<file path="config.mk">
export PLATFORM = sky130hd
export DESIGN_NAME = ldpc_frame_ctrl_flat
export DESIGN_NICKNAME = d
export VERILOG_FILES = /design/src/rtl/ldpc_pkg.sv /design/src/rtl/ldpc_frame_ctrl_if.sv /design/src/rtl/ldpc_sat_cnt.sv /design/src/rtl/ldpc_frame_ctrl.sv /design/src/flat_wrapper.sv
export SDC_FILE = /design/constraint.sdc
export NUM_CORES = 1
export LEC_CHECK = 0
export ABC_AREA = 1
export CORE_AREA = 2 2 473 475
export DETAILED_ROUTE_END_ITERATION = 8
export DIE_AREA = 0 0 475 477
export GPL_TIMING_DRIVEN = 0
export SLEW_MARGIN = 20
export SYNTH_ARGS = -nofsm -noshare
export SYNTH_HDL_FRONTEND = slang
export SYNTH_SLANG_ARGS = --single-unit
</file>
<file path="constraint.sdc">
create_clock -name clk -period 22.2 [get_ports clk]
set_clock_uncertainty 0.1 [all_clocks]
set_input_delay 4.44 -clock clk [delete_from_list [all_inputs] [get_ports clk]]
set_output_delay 4.44 -clock clk [all_outputs]
set_load 0.01 [all_outputs]
</file>
<file path="src/rtl/ldpc_pkg.sv">
// Shared constants and state encoding for the LDPC decoder top and its frame controller.
package ldpc_pkg;
  localparam int R      = 24;
  localparam int C      = 48;
  localparam int D      = 24;
  localparam int DATA_W = 6;
  localparam int ITER_W = 8;
  localparam int STAT_W = 16;

  typedef enum logic [1:0] {
    IDLE   = 2'd0,
    SETTLE = 2'd1,
    ITER   = 2'd2,
    DONE   = 2'd3
  } state_t;
endpackage

</file>
<file path="src/rtl/ldpc_frame_ctrl_if.sv">
// Frame input/result output handshakes between the frame controller and its neighbours.
interface ldpc_frame_ctrl_if #(
  parameter int ITER_W = 8,
  parameter int BITS_W = 576
);
  logic              in_valid;
  logic              in_ready;
  logic [ITER_W-1:0] max_iter;
  logic              out_valid;
  logic              out_ready;
  logic [BITS_W-1:0] out_bits;
  logic              out_conv;
  logic [ITER_W-1:0] out_iters;

  modport master (
    output in_valid, max_iter, out_ready,
    input  in_ready, out_valid, out_bits, out_conv, out_iters
  );

  modport slave (
    input  in_valid, max_iter, out_ready,
    output in_ready, out_valid, out_bits, out_conv, out_iters
  );
endinterface

</file>
<file path="src/rtl/ldpc_sat_cnt.sv">
// Saturating up-counter with synchronous clear; holds at all-ones.
module ldpc_sat_cnt #(
  parameter int WIDTH = 16
) (
  input  logic             clk,
  input  logic             rst,
  input  logic             i_inc,
  input  logic             i_clr,
  output logic [WIDTH-1:0] o_cnt
);
  logic [WIDTH-1:0] r_cnt;

  // Count qualifying events, sticking at the maximum value.
  always_ff @(posedge clk or posedge rst) begin
    if (rst) begin
      r_cnt <= {WIDTH{1'b0}};
    end else if (i_clr) begin
      r_cnt <= {WIDTH{1'b0}};
    end else if (i_inc && (r_cnt != {WIDTH{1'b1}})) begin
      r_cnt <= r_cnt + {{(WIDTH-1){1'b0}}, 1'b1};
    end else begin
      r_cnt <= r_cnt;
    end
  end

  assign o_cnt = r_cnt;
endmodule

</file>
<file path="src/rtl/ldpc_frame_ctrl.sv">
// Frame sequencer: loads a frame into the decoder, iterates until parity passes or the
// limit is hit, then holds the captured decisions until the result is accepted.
module ldpc_frame_ctrl
  import ldpc_pkg::*;
#(
  parameter int R      = ldpc_pkg::R,
  parameter int D      = ldpc_pkg::D,
  parameter int ITER_W = ldpc_pkg::ITER_W,
  parameter int STAT_W = ldpc_pkg::STAT_W
) (
  input  logic               clk,
  input  logic               rst,
  ldpc_frame_ctrl_if.slave   bus,
  input  logic               abort,
  output logic               dec_load,
  output logic               dec_run,
  input  logic               chk_ok,
  input  logic [R*D-1:0]     dec_bits,
  output logic               busy,
  output logic [STAT_W-1:0]  n_conv,
  output logic [STAT_W-1:0]  n_fail
);
  state_t              r_state;
  state_t              w_state_nxt;
  logic                r_busy;
  logic [ITER_W-1:0]   r_lim;
  logic [ITER_W-1:0]   r_iter_cnt;
  logic [R*D-1:0]      r_out_bits;
  logic                r_out_conv;
  logic [ITER_W-1:0]   r_out_iters;
  logic                w_load;
  logic                w_run;
  logic                w_accept;
  logic                w_capture;
  logic                w_conv;
  logic                w_deliver;

  // Next-state and strobe decode; abort outranks every other exit from a busy state.
  always_comb begin
    w_state_nxt = r_state;
    w_load      = 1'b0;
    w_run       = 1'b0;
    w_accept    = 1'b0;
    w_capture   = 1'b0;
    w_conv      = 1'b0;
    w_deliver   = 1'b0;
    case (r_state)
      IDLE: begin
        if (bus.in_valid) begin
          w_accept    = 1'b1;
          w_load      = 1'b1;
          w_state_nxt = SETTLE;
        end else begin
          w_state_nxt = IDLE;
        end
      end
      SETTLE: begin
        if (abort) begin
          w_load      = 1'b1;
          w_state_nxt = IDLE;
        end else begin
          w_state_nxt = ITER;
        end
      end
      ITER: begin
        if (abort) begin
          w_load      = 1'b1;
          w_state_nxt = IDLE;
        end else if (chk_ok) begin
          w_capture   = 1'b1;
          w_conv      = 1'b1;
          w_state_nxt = DONE;
        end else if (r_iter_cnt == r_lim) begin
          w_capture   = 1'b1;
          w_state_nxt = DONE;
        end else begin
          w_run       = 1'b1;
        end
      end
      DONE: begin
        if (abort) begin
          w_load      = 1'b1;
          w_state_nxt = IDLE;
        end else if (bus.out_ready) begin
          w_deliver   = 1'b1;
          w_state_nxt = IDLE;
        end else begin
          w_state_nxt = DONE;
        end
      end
      default: begin
        w_state_nxt = IDLE;
      end
    endcase
  end

  // State register with a registered busy flag that tracks the next state.
  always_ff @(posedge clk or posedge rst) begin
    if (rst) begin
      r_state <= IDLE;
      r_busy  <= 1'b0;
    end else begin
      r_state <= w_state_nxt;
      r_busy  <= (w_state_nxt != IDLE);
    end
  end

  // Per-frame limit, iteration count and captured result.
  always_ff @(posedge clk or posedge rst) begin
    if (rst) begin
      r_lim       <= {ITER_W{1'b0}};
      r_iter_cnt  <= {ITER_W{1'b0}};
      r_out_bits  <= {(R*D){1'b0}};
      r_out_conv  <= 1'b0;
      r_out_iters <= {ITER_W{1'b0}};
    end else begin
      if (w_accept) begin
        r_lim      <= bus.max_iter;
        r_iter_cnt <= {ITER_W{1'b0}};
      end else if (w_run) begin
        r_iter_cnt <= r_iter_cnt + {{(ITER_W-1){1'b0}}, 1'b1};
      end else begin
        r_iter_cnt <= r_iter_cnt;
      end
      // On a limit exit iter_cnt equals lim, so one capture path serves both outcomes.
      if (w_capture) begin
        r_out_bits  <= dec_bits;
        r_out_conv  <= w_conv;
        r_out_iters <= r_iter_cnt;
      end else begin
        r_out_bits  <= r_out_bits;
        r_out_conv  <= r_out_conv;
        r_out_iters <= r_out_iters;
      end
    end
  end

  ldpc_sat_cnt #(.WIDTH(STAT_W)) u_cnt_conv (
    .clk   (clk),
    .rst   (rst),
    .i_inc (w_deliver & r_out_conv),
    .i_clr (1'b0),
    .o_cnt (n_conv)
  );

  ldpc_sat_cnt #(.WIDTH(STAT_W)) u_cnt_fail (
    .clk   (clk),
    .rst   (rst),
    .i_inc (w_deliver & ~r_out_conv),
    .i_clr (1'b0),
    .o_cnt (n_fail)
  );

  // Handshake strobes are masked during reset so no load escapes while rst is held.
  assign bus.in_ready  = (r_state == IDLE) & ~rst;
  assign dec_load      = w_load & ~rst;
  assign dec_run       = w_run;
  assign bus.out_valid = (r_state == DONE);
  assign bus.out_bits  = r_out_bits;
  assign bus.out_conv  = r_out_conv;
  assign bus.out_iters = r_out_iters;
  assign busy          = r_busy;
endmodule

</file>
<file path="src/flat_wrapper.sv">
// flat-port wrapper written by rule: the top's interface ports become plain ports
module ldpc_frame_ctrl_flat import ldpc_pkg::*;
#(
  parameter int R      = ldpc_pkg::R,
  parameter int D      = ldpc_pkg::D,
  parameter int ITER_W = ldpc_pkg::ITER_W,
  parameter int STAT_W = ldpc_pkg::STAT_W
)
  (clk, rst, abort, dec_load, dec_run, chk_ok, dec_bits, busy, n_conv, n_fail, bus_in_valid, bus_max_iter, bus_out_ready, bus_in_ready, bus_out_valid, bus_out_bits, bus_out_conv, bus_out_iters);
  ldpc_frame_ctrl_if #(.ITER_W(ITER_W), .BITS_W((576))) bus_i ();
  input  logic clk;
  input  logic rst;
  input  logic abort;
  output logic dec_load;
  output logic dec_run;
  input  logic chk_ok;
  input  logic [R*D-1:0] dec_bits;
  output logic busy;
  output logic [STAT_W-1:0] n_conv;
  output logic [STAT_W-1:0] n_fail;
  input wire logic [$bits(bus_i.in_valid)-1:0] bus_in_valid;
  input wire logic [$bits(bus_i.max_iter)-1:0] bus_max_iter;
  input wire logic [$bits(bus_i.out_ready)-1:0] bus_out_ready;
  output wire logic [$bits(bus_i.in_ready)-1:0] bus_in_ready;
  output wire logic [$bits(bus_i.out_valid)-1:0] bus_out_valid;
  output wire logic [$bits(bus_i.out_bits)-1:0] bus_out_bits;
  output wire logic [$bits(bus_i.out_conv)-1:0] bus_out_conv;
  output wire logic [$bits(bus_i.out_iters)-1:0] bus_out_iters;
  assign bus_i.in_valid = bus_in_valid;
  assign bus_i.max_iter = bus_max_iter;
  assign bus_i.out_ready = bus_out_ready;
  assign bus_in_ready = bus_i.in_ready;
  assign bus_out_valid = bus_i.out_valid;
  assign bus_out_bits = bus_i.out_bits;
  assign bus_out_conv = bus_i.out_conv;
  assign bus_out_iters = bus_i.out_iters;
  ldpc_frame_ctrl #(.R(R), .D(D), .ITER_W(ITER_W), .STAT_W(STAT_W)) u_core (.clk(clk), .rst(rst), .bus(bus_i), .abort(abort), .dec_load(dec_load), .dec_run(dec_run), .chk_ok(chk_ok), .dec_bits(dec_bits), .busy(busy), .n_conv(n_conv), .n_fail(n_fail));
endmodule
</file>
==> flow_summary.yaml <==
run_status:
  status: "completed"
routing:
  vias: 26567
  dr.first_iter.drc_count: 2108
  drc: 0
  firstDrtPassIters: 8
  wl_per_cell_um: 24.20
  viasPerCell: 3.639
  wirelength_um: 176700
  drtAntennaViolNets: 0
power_and_ir_drop:
  sw_frac_of_total_pct: 37.82
  vdd_drop_max_mv: 0.06482
  power.density_mw_per_mm2: 133.5
  clkPwrFrac_pct: 23.3
  p_seq_share_pct: 34.9
  p_switching_uw: 2274
  internal-power_uw: 3740
  p_leak_uw: 0.02068
  p_comb_share_pct: 41.8
  power_uw: 6014
grt:
  grt_pass1_wl_um: 232600
  grt.overflow.total: 0
  grt_pass1_vias: 26678
  track_usage_pct: 15.08
  grt_max_degree: 37
  antenna_found_initial: 68
floorplanning:
  fp.dieW_um: 475
  dieHeight_um: 477
  rows: 173
  initial_core_util_pct: 11.70
  dieArea_mm2: 0.2266
  core_mm2: 0.2214
  num_io_pins: 1212
cts:
  clock-sinks: 636
  cts_buffers: 81
  root_buffer: "clkbuf_16"
  htree_levels: 3
  clk_path_buf_depth: 3
  clkLatencyLatePin_ns: 0.70
  cts_tree: "built"
  clkTransAtPathRegs_ns: 0.06
  ctsResizeCount: 0
  hold_buffers: 0
  cts_setup_buffers: 0
synth:
  synth_area_per_cell_um2: 8.873
  syn-cell-area_mm2: 0.02590
  synth.net_count: 3512
  synth_cell_types: 24
  yosys_register_bits: 636
  syn_inst: 2919
  seq_area_frac_synth_pct: 61.45
  ys.warnings.count: 0
timing:
  post-route-period-util_pct: 52.81
  maxSlewViolCount: 0
  worstMarginPinSlew_ns: 1.096
  maxSlewHeadroom_pct: 26.94
  fin_setup_tns_ns: 0
  hold_violations: 0
  finalSetupViolCount: 0
  rsz0062_at_grt: "false"
  fin_crit_ns: 11.72
  fmax_mhz: 85.30
job:
  maxCapViolations: 0
placement:
  gp_congestion: 0.9847
  dpl.hpwl_um: 149900
  io_buffers: 1211
hold_path:
  hold_depth: 2
  hold_path.class: "register to register"
  min_from: "u_core.bus.out_bits[502]$_DFFE_PP0P_"
  hold_end: "u_core.bus.out_bits[502]$_DFFE_PP0P_"
critical_path:
  r2r-start: "u_core.r_state[1]$_DFF_PP0_"
  crit_required_ns: 17.66
  cp_data_arrival_time_ns: 7.18
  cp_max_fo: 10
  crit_path_end_kind: "output port"
  worstSetupPathType: "input pin to output port"
  rr_endpoint: "u_core.bus.out_bits[368]$_DFFE_PP0P_"
  start_kind: "input pin"
  rr_worst_depth: 9
  reg2reg_setup_slack_ns: 18.87
final_layout:
  areaGrowthSynthToFinish_pct: 73.90
  layout.nets: 4828
  drive_above_1_share_pct: 7.868
  layout_commonest_cell: "nand2_1"
  final_cell_mix: "1,297 x nand2_1, 1,211 x clkdlybuf4s50_1, 636 x dfrtp_1"
[metrics by stage]
stage | cell area (um^2) | hold WS [ns] | std cells | setup slack, ns | utilization, %
detailed placement | 42200 | 0.3574 | 7127 | 10.21 | 19.06
CTS | 44970 | 0.3707 | 7271 | 10.19 | 20.31
finish | 45040 | 0.3669 | 7300 | 10.48 | 20.34
global route | 45000 | 0.3835 | 7283 | 10.16 | 20.32
floorplan | 25900 | 0.3695 | 2919 | 8.973 | -
global placement | 41750 | 0.3529 | 7105 | 3.875 | 18.85
[worst max-delay path by stage]
stage / from / to / slack [ns] / depth (start not counted)
3_5_place_dp: abort / dec_run / 10.21 / 8
2_1_floorplan: rst / u_core.bus.out_bits[0]$_DFFE_PP0P_ / 8.97 / 1
6_report: abort / dec_run / 10.48 / 8
5_1_grt: abort / dec_run / 10.16 / 8
4_1_cts: abort / dec_run / 10.19 / 8
3_3_place_gp: rst / u_core.bus.out_bits[487]$_DFFE_PP0P_ / 3.88 / 2
[per-layer routing]
metal,up-vias,GRT usage (%),part of all wire [%]
met5,-,0,0.15
met4,42,7.390,5.3
met2,1324,25.00,47
met1,12875,16.59,37
met3,291,6.156,11
li1,12035,-,-
[registers in the layout, summed over array words and instances (netlist names)]
| signal | count |
|---|---|
| u_core.r_lim | 8 |
| u_core.r_state | 2 |
| u_core.bus.out_conv | 1 |
| u_core.busy | 1 |
| u_core.u_cnt_fail.o_cnt | 16 |
| u_core.r_iter_cnt | 8 |
| u_core.u_cnt_conv.o_cnt | 16 |
| u_core.bus.out_iters | 8 |
| u_core.bus.out_bits | 576 |
[kinds of logic after synthesis]
logic type | share of synthesized area (%)
and+or+nand+nor | 31.69
DFF | 61.45
buffers and inverters | 5.121
AOI/OAI and AO/OA | 0.5797
xor gates and xnor gates | 1.014
adders and majority gates | 0.1449
[cell usage after synthesis]
library cell / instances / area, um^2
buf_1: 4 / 15.01
nor3_1: 6 / 30.03
o21ai_0: 27 / 135.1
xor2_1: 19 / 166.4
o21ai_1: 2 / 10.01
clkinv_1: 1 / 3.750
a21oi_1: 1 / 5.000
ha_1: 3 / 37.54
inv_1: 53 / 198.9
buf_2: 121 / 605.6
nand4_1: 10 / 62.56
clkbuf_1: 17 / 63.81
nand3_1: 608 / 3043
nand3b_1: 1 / 7.510
dfrtp_1: 636 / 15920
nand2_1: 1297 / 4868
buf_6: 3 / 33.78
buf_4: 54 / 405.4
nand2_4: 2 / 22.52
nand3_2: 1 / 10.01
nor2_1: 40 / 150.1
nand2_2: 1 / 6.260
nor3b_1: 1 / 7.510
xnor2_1: 11 / 96.34
[layout make-up]
class / count / area [um^2]
fill: 24582 / 176400
sequential: 636 / 15920
clock inverter: 39 / 525.5
tap: 2975 / 3722
multi-input combinational: 2030 / 8658
antenna: 29 / 72.57
clock buffer: 105 / 2247
timing repair buffer: 1233 / 12570
buffer: 199 / 1124
inverter: 54 / 206.4
[worst max-delay path: stages]
cell,delay (ns)
clkdlybuf4s50_1,0.46
inv_1,0.12
nand2_1,0.08
inv_1,0.11
buf_2,0.71
nand3_2,0.35
inv_1,0.17
clkdlybuf4s50_1,0.73
[power by group through the flow]
stage | clock network, uW | registers, uW | logic [uW]
floorplan | 0 | 2260 | 527
global placement | 0 | 2090 | 2560
detailed placement | 0 | 2100 | 2570
CTS | 1450 | 2090 | 2590
global route | 1490 | 2150 | 2710
finish | 1400 | 2100 | 2510
No activity file was read; power rests on OpenSTA's default activity.
